File: src/rtl/voice_allocator.sv
// Polyphonic voice allocator: queues key presses, services one per cycle onto a
// fixed voice pool, and steals voices round-robin when the pool is exhausted.
module voice_allocator #(
    parameter int unsigned NUM_KEYS   = 24,
    parameter int unsigned NUM_VOICES = 4,
    parameter int unsigned KW         = $clog2(NUM_KEYS)
) (
    input  logic                       clk_in,
    input  logic                       rst_in,
    input  logic [NUM_KEYS-1:0]        gate_in,
    input  logic [NUM_KEYS-1:0]        trigger_in,
    output logic [NUM_VOICES*KW-1:0]   voice_note_out,
    output logic [NUM_VOICES-1:0]      voice_gate_out,
    output logic [NUM_VOICES-1:0]      voice_trigger_out,
    output logic                       all_busy_out
);

    localparam int unsigned VW = (NUM_VOICES > 1) ? $clog2(NUM_VOICES) : 1;

    logic [NUM_KEYS-1:0]   pending;
    logic [KW-1:0]         voice_note [NUM_VOICES];
    logic [VW-1:0]         steal_ptr;

    logic [NUM_KEYS-1:0]   cand;
    logic [NUM_KEYS-1:0]   pending_nxt;
    logic                  svc_valid;
    logic [KW-1:0]         svc_key;
    logic [NUM_VOICES-1:0] releasing;
    logic                  has_free;
    logic [VW-1:0]         free_idx;
    logic [VW-1:0]         target;

    // Pick the lowest live candidate key and the voice it lands on.
    always_comb begin
        cand      = (pending | trigger_in) & gate_in;
        svc_valid = 1'b0;
        svc_key   = '0;
        for (int k = 0; k < int'(NUM_KEYS); k++) begin
            if (cand[k] && !svc_valid) begin
                svc_valid = 1'b1;
                svc_key   = KW'(k);
            end
        end
        pending_nxt = svc_valid ? (cand & ~(NUM_KEYS'(1) << svc_key)) : cand;

        releasing = '0;
        has_free  = 1'b0;
        free_idx  = '0;
        for (int v = 0; v < int'(NUM_VOICES); v++) begin
            releasing[v] = voice_gate_out[v] & ~gate_in[voice_note[v]];
            if ((!voice_gate_out[v] || releasing[v]) && !has_free) begin
                has_free = 1'b1;
                free_idx = VW'(v);
            end
        end
        target = has_free ? free_idx : steal_ptr;
    end

    always_ff @(posedge clk_in) begin
        if (rst_in) begin
            pending           <= '0;
            steal_ptr         <= '0;
            voice_gate_out    <= '0;
            voice_trigger_out <= '0;
            for (int v = 0; v < int'(NUM_VOICES); v++) begin
                voice_note[v] <= '0;
            end
        end else begin
            pending           <= pending_nxt;
            voice_gate_out    <= voice_gate_out & ~releasing;
            voice_trigger_out <= '0;
            if (svc_valid) begin
                voice_note[target]        <= svc_key;
                voice_gate_out[target]    <= 1'b1;
                voice_trigger_out[target] <= 1'b1;
                if (!has_free) begin
                    steal_ptr <= steal_ptr + VW'(1);
                end
            end
        end
    end

    always_comb begin
        voice_note_out = '0;
        for (int v = 0; v < int'(NUM_VOICES); v++) begin
            voice_note_out[v*KW +: KW] = voice_note[v];
        end
    end

    assign all_busy_out = &voice_gate_out;

endmodule
File: config.mk
export PLATFORM = sky130hd
export DESIGN_NAME = voice_allocator
export DESIGN_NICKNAME = d
export VERILOG_FILES = /design/src/rtl/voice_allocator.sv
export SDC_FILE = /design/constraint.sdc
export NUM_CORES = 1
export LEC_CHECK = 0
export CAP_MARGIN = 30
export CORE_ASPECT_RATIO = 0.8
export CORE_MARGIN = 5
export CORE_UTILIZATION = 40
export CTS_CLUSTER_DIAMETER = 120
export DETAILED_ROUTE_END_ITERATION = 8
export PLACE_DENSITY = 0.8
export SLEW_MARGIN = 25
export SYNTH_ARGS = -nofsm -noshare
export SYNTH_HDL_FRONTEND = slang
export SYNTH_SLANG_ARGS = --single-unit
File: constraint.sdc
create_clock -name clk_in -period 2.7 [get_ports clk_in]
set_input_delay 0.54 -clock clk_in [delete_from_list [all_inputs] [get_ports clk_in]]
set_output_delay 0.54 -clock clk_in [all_outputs]
set_load 0.03 [all_outputs]
==> summary.md <==
| Metric | Value |
|---|---|
| Largest net degree at the start of global routing | 31 |
| Logic pwr share | 0.349 |
| Worst setup path startpoint | voice_note[2][0] |
| Library cells used by synthesis | 59 |
| Power density over the cells | 437.6 nW/um^2 |
| Storage cell area | 1281 sq um |
| WHS | 671.0 ps |
| # IOs | 79 |
| Final period util | 0.9982 |
| Levels on crit path | 7 |
| Cell-internal power | 1.466 mW |
| CTS Buf Count | 5 |
| Unrepaired setup endpoints after global routing | true |
| Initial Util | 0.4141 |
| Clock Path Buffers | 2 |
| IO buf count | 78 |
| Drt via density | 6.165 |
| Synthesis-to-layout area growth | 51.29% |
| Crit path DAT | 2680 ps |
| DRT iter0 DRCs | 351 |
| CP Max Fanout | 5 |
| Initial antenna violation count | 0 |
| Vias in the first global route | 3,489 |
| Setup Skew | 8.600 ps |
| N_diodes | 0 |
| Total Power | 2.189 mW |
| Routed Antenna Nets | 0 |
| TritonCTS clock tree | yes |
| Fillers | 629 |
| Drt total wl | 11,750 um |
| Reg2reg setup slack | 5 ps |
| Multi-input logic area | 2047 sq um |
| Share of layout cells above drive strength 1 | 0.3262 |
| CP required | 2690 ps |
| GRT Resource Usage Total | 0.2293 |
| Run status | finished, final reports clean |
| Sw Pwr | 0.7221 mW |
| Final hold violation count | 0 |
| Final setup fails | 0 |
| Hold Buf Count CTS | 0 |
| Die area | 10,190 sq um |
| Async SR Flop Fraction | 0 |
| Post-layout nets | 518 |
| Post-Layout Cell Count | 577 |
| First-pass DRT Iterations | 5 |
| Die Y | 91.31 um |
| Area of placed instances | 4806 sq um |
| Worst Hold End | steal_ptr[1] |
| CP max stage cell | or4b_4 |
| CP delay by family, top | compound AO/OA/AOI/OAI gates |
| Core area | 7983 sq um |
| Area of the mapped netlist | 3306 sq um |
| Crit path cell chain | mux4_2 > mux2i_2 > or4b_4 > a41oi_2 > o31ai_2 > buf_4 > o31ai_4 |
| Die X-Extent | 111.6 um |
| Design area | 5001 sq um |
| Commonest non-fill, non-tap cell in the layout | buf_4 |
| HP Class | flip-flop to flip-flop |
| Most frequent cells in the layout | buf_4, clkdlybuf4s50_1, dfxtp_1 |
| CP Class | flip-flop to flip-flop |
| Synth Register Bits | 54 |
| Sequential power share | 0.443 |
| Net count after synthesis | 362 |
| Worst Setup End Kind | flip-flop |
| Syn_area_per_cell | 10.60 sq um |
| Gate Count Post-Synth | 312 |
| R2R depth | 7 |
| Reg clk slew, reported paths | 90 ps |
| LEAKAGE | 1.848 nW |
| Reg2reg start | voice_note[2][0] |
| Routability cong. | 0.9768 |
| Min-delay src | steal_ptr[1] |
| Worst Path Buf+Inv | 1 |
| Post-DP HPWL | 9313 um |
| Ys Warns | 0 |
| CTS sink cnt | 54 |
| Clk root buf | clkbuf_8 |
| WHS Path Cells | 2 |
| Drt wl/cell | 20.36 um |
| Placed cells | 564 |
| Switching Share | 0.3299 |
| Clk_lat worst skew | 320 ps |
| Clock power frac | 0.208 |
| Max IR drop VDD | 0.2419 mV |
| Pins Over Slew Limit | 0 |
| Max Clock Freq | 371.0 MHz |
| Post-synth EDFFs | 20 |
| Grt ovf | 0 |
| CP Launch Type | flip-flop |
| Sequential share of the synthesized area | 0.3876 |
| Vias | 3,557 |
| Number of core rows | 29 |
| Fin crit period | 2695 ps |
| First-pass GRT wire length | 18,690 um |
| Slowest stage delay, CP | 510 ps |
| Top FF cell, synth | dfxtp_1 |
| Crit Reg-Reg Endpoint | voice_note[1][0] |
| H-tree level count | 2 |
| Final cell utilization of the core | 0.6265 |
| Detailed-route DRC error count | 0 |
| Max_cap viols | 0 |
timing repair:
item	in CTS	in global routing
gates resized for setup	31	25
pin swaps	5	4
cloned	0	0
endpoints found under the setup margin	37	36
setup buffers	4	1
logic make-up (layout without fill, tap and decap cells):
family,after synthesis,after routing,synth area share
buffers and inverters,23,180,0.03709
and+or+nand+nor,114,114,0.2082
other,1,1,0.001134
AOI/OAI and AO/OA,86,86,0.1809
DFF,54,54,0.3876
muxes,34,34,0.1851
layout make-up:
type                    count  share of cell area
inverters                   2            0.001501
repair buffers            170              0.2890
multi-input cells         235              0.4093
well taps                 108             0.02702
clock inverters             3            0.003252
flip-flops and latches     54              0.2562
clock buffers               5             0.01376
metrics by stage:
step	TNS, ps	setup slack [ps]
2_1_floorplan	-2865	-256.8
4_1_cts	0	5.688
3_5_place_dp	-20400	-575.8
6_report	0	4.936
3_3_place_gp	-17600	-493.6
5_1_grt	-1443	-104.4
routing by layer:
layer / track usage / part of all wire / vias to the layer above / wire [um]
met5: 0 / 0 / - / 0
li1: - / - / 1594 / -
met2: 0.3628 / 0.45 / 227 / 5285
met3: 0.05050 / 0.099 / 36 / 1159
met4: 0.08004 / 0.026 / 0 / 308
met1: 0.3110 / 0.43 / 1700 / 4996
state kept, by name (all words and copies together), names as in the netlist:
signal,flops
steal_ptr,2
voice_gate_out,4
voice_note,20
pending,24
voice_trigger_out,4
worst max-delay path by stage:
stage                             to  slack, ps
floorplan           voice_note[0][0]       -260
finish              voice_note[1][0]          5
CTS                 voice_note[1][2]          6
global placement    voice_note[1][0]       -490
global route        voice_note[1][2]       -100
detailed placement  voice_note[1][4]       -580
power by group through the flow:
stage	Clock [mW]	Sequential, mW	Combinational (mW)
after detailed placement	0	0.991	0.714
after global placement	0	0.988	0.699
after global routing	0.498	0.978	0.806
after CTS	0.463	0.968	0.729
final	0.455	0.970	0.764
after floorplan	0	1.02	0.323
synthesized netlist by cell type, types with 4 or more instances:
cell / n / share of area
buf_2: 8 / 0.012
mux2_2: 4 / 0.014
mux4_2: 20 / 0.14
a211oi_1: 9 / 0.020
nand2_1: 12 / 0.014
and3_1: 6 / 0.011
nor2_1: 14 / 0.016
o21a_1: 9 / 0.020
and4_1: 5 / 0.013
nand4_1: 6 / 0.011
mux2i_1: 9 / 0.027
and2_1: 4 / 0.0076
nand2b_1: 4 / 0.0076
nor3_1: 22 / 0.033
nor4_1: 12 / 0.023
nand3_1: 5 / 0.0076
o21ai_0: 30 / 0.045
edfxtp_1: 20 / 0.18
dfxtp_1: 34 / 0.21
clkbuf_1: 8 / 0.0091
o211ai_1: 4 / 0.0091
o22ai_1: 4 / 0.0076
worst min-delay path: stages (launching register included):
cell and delay, ps:
dfxtp_1 370, nor2_1 130, mux2_2 150
Power figures use the tool's default switching activity.
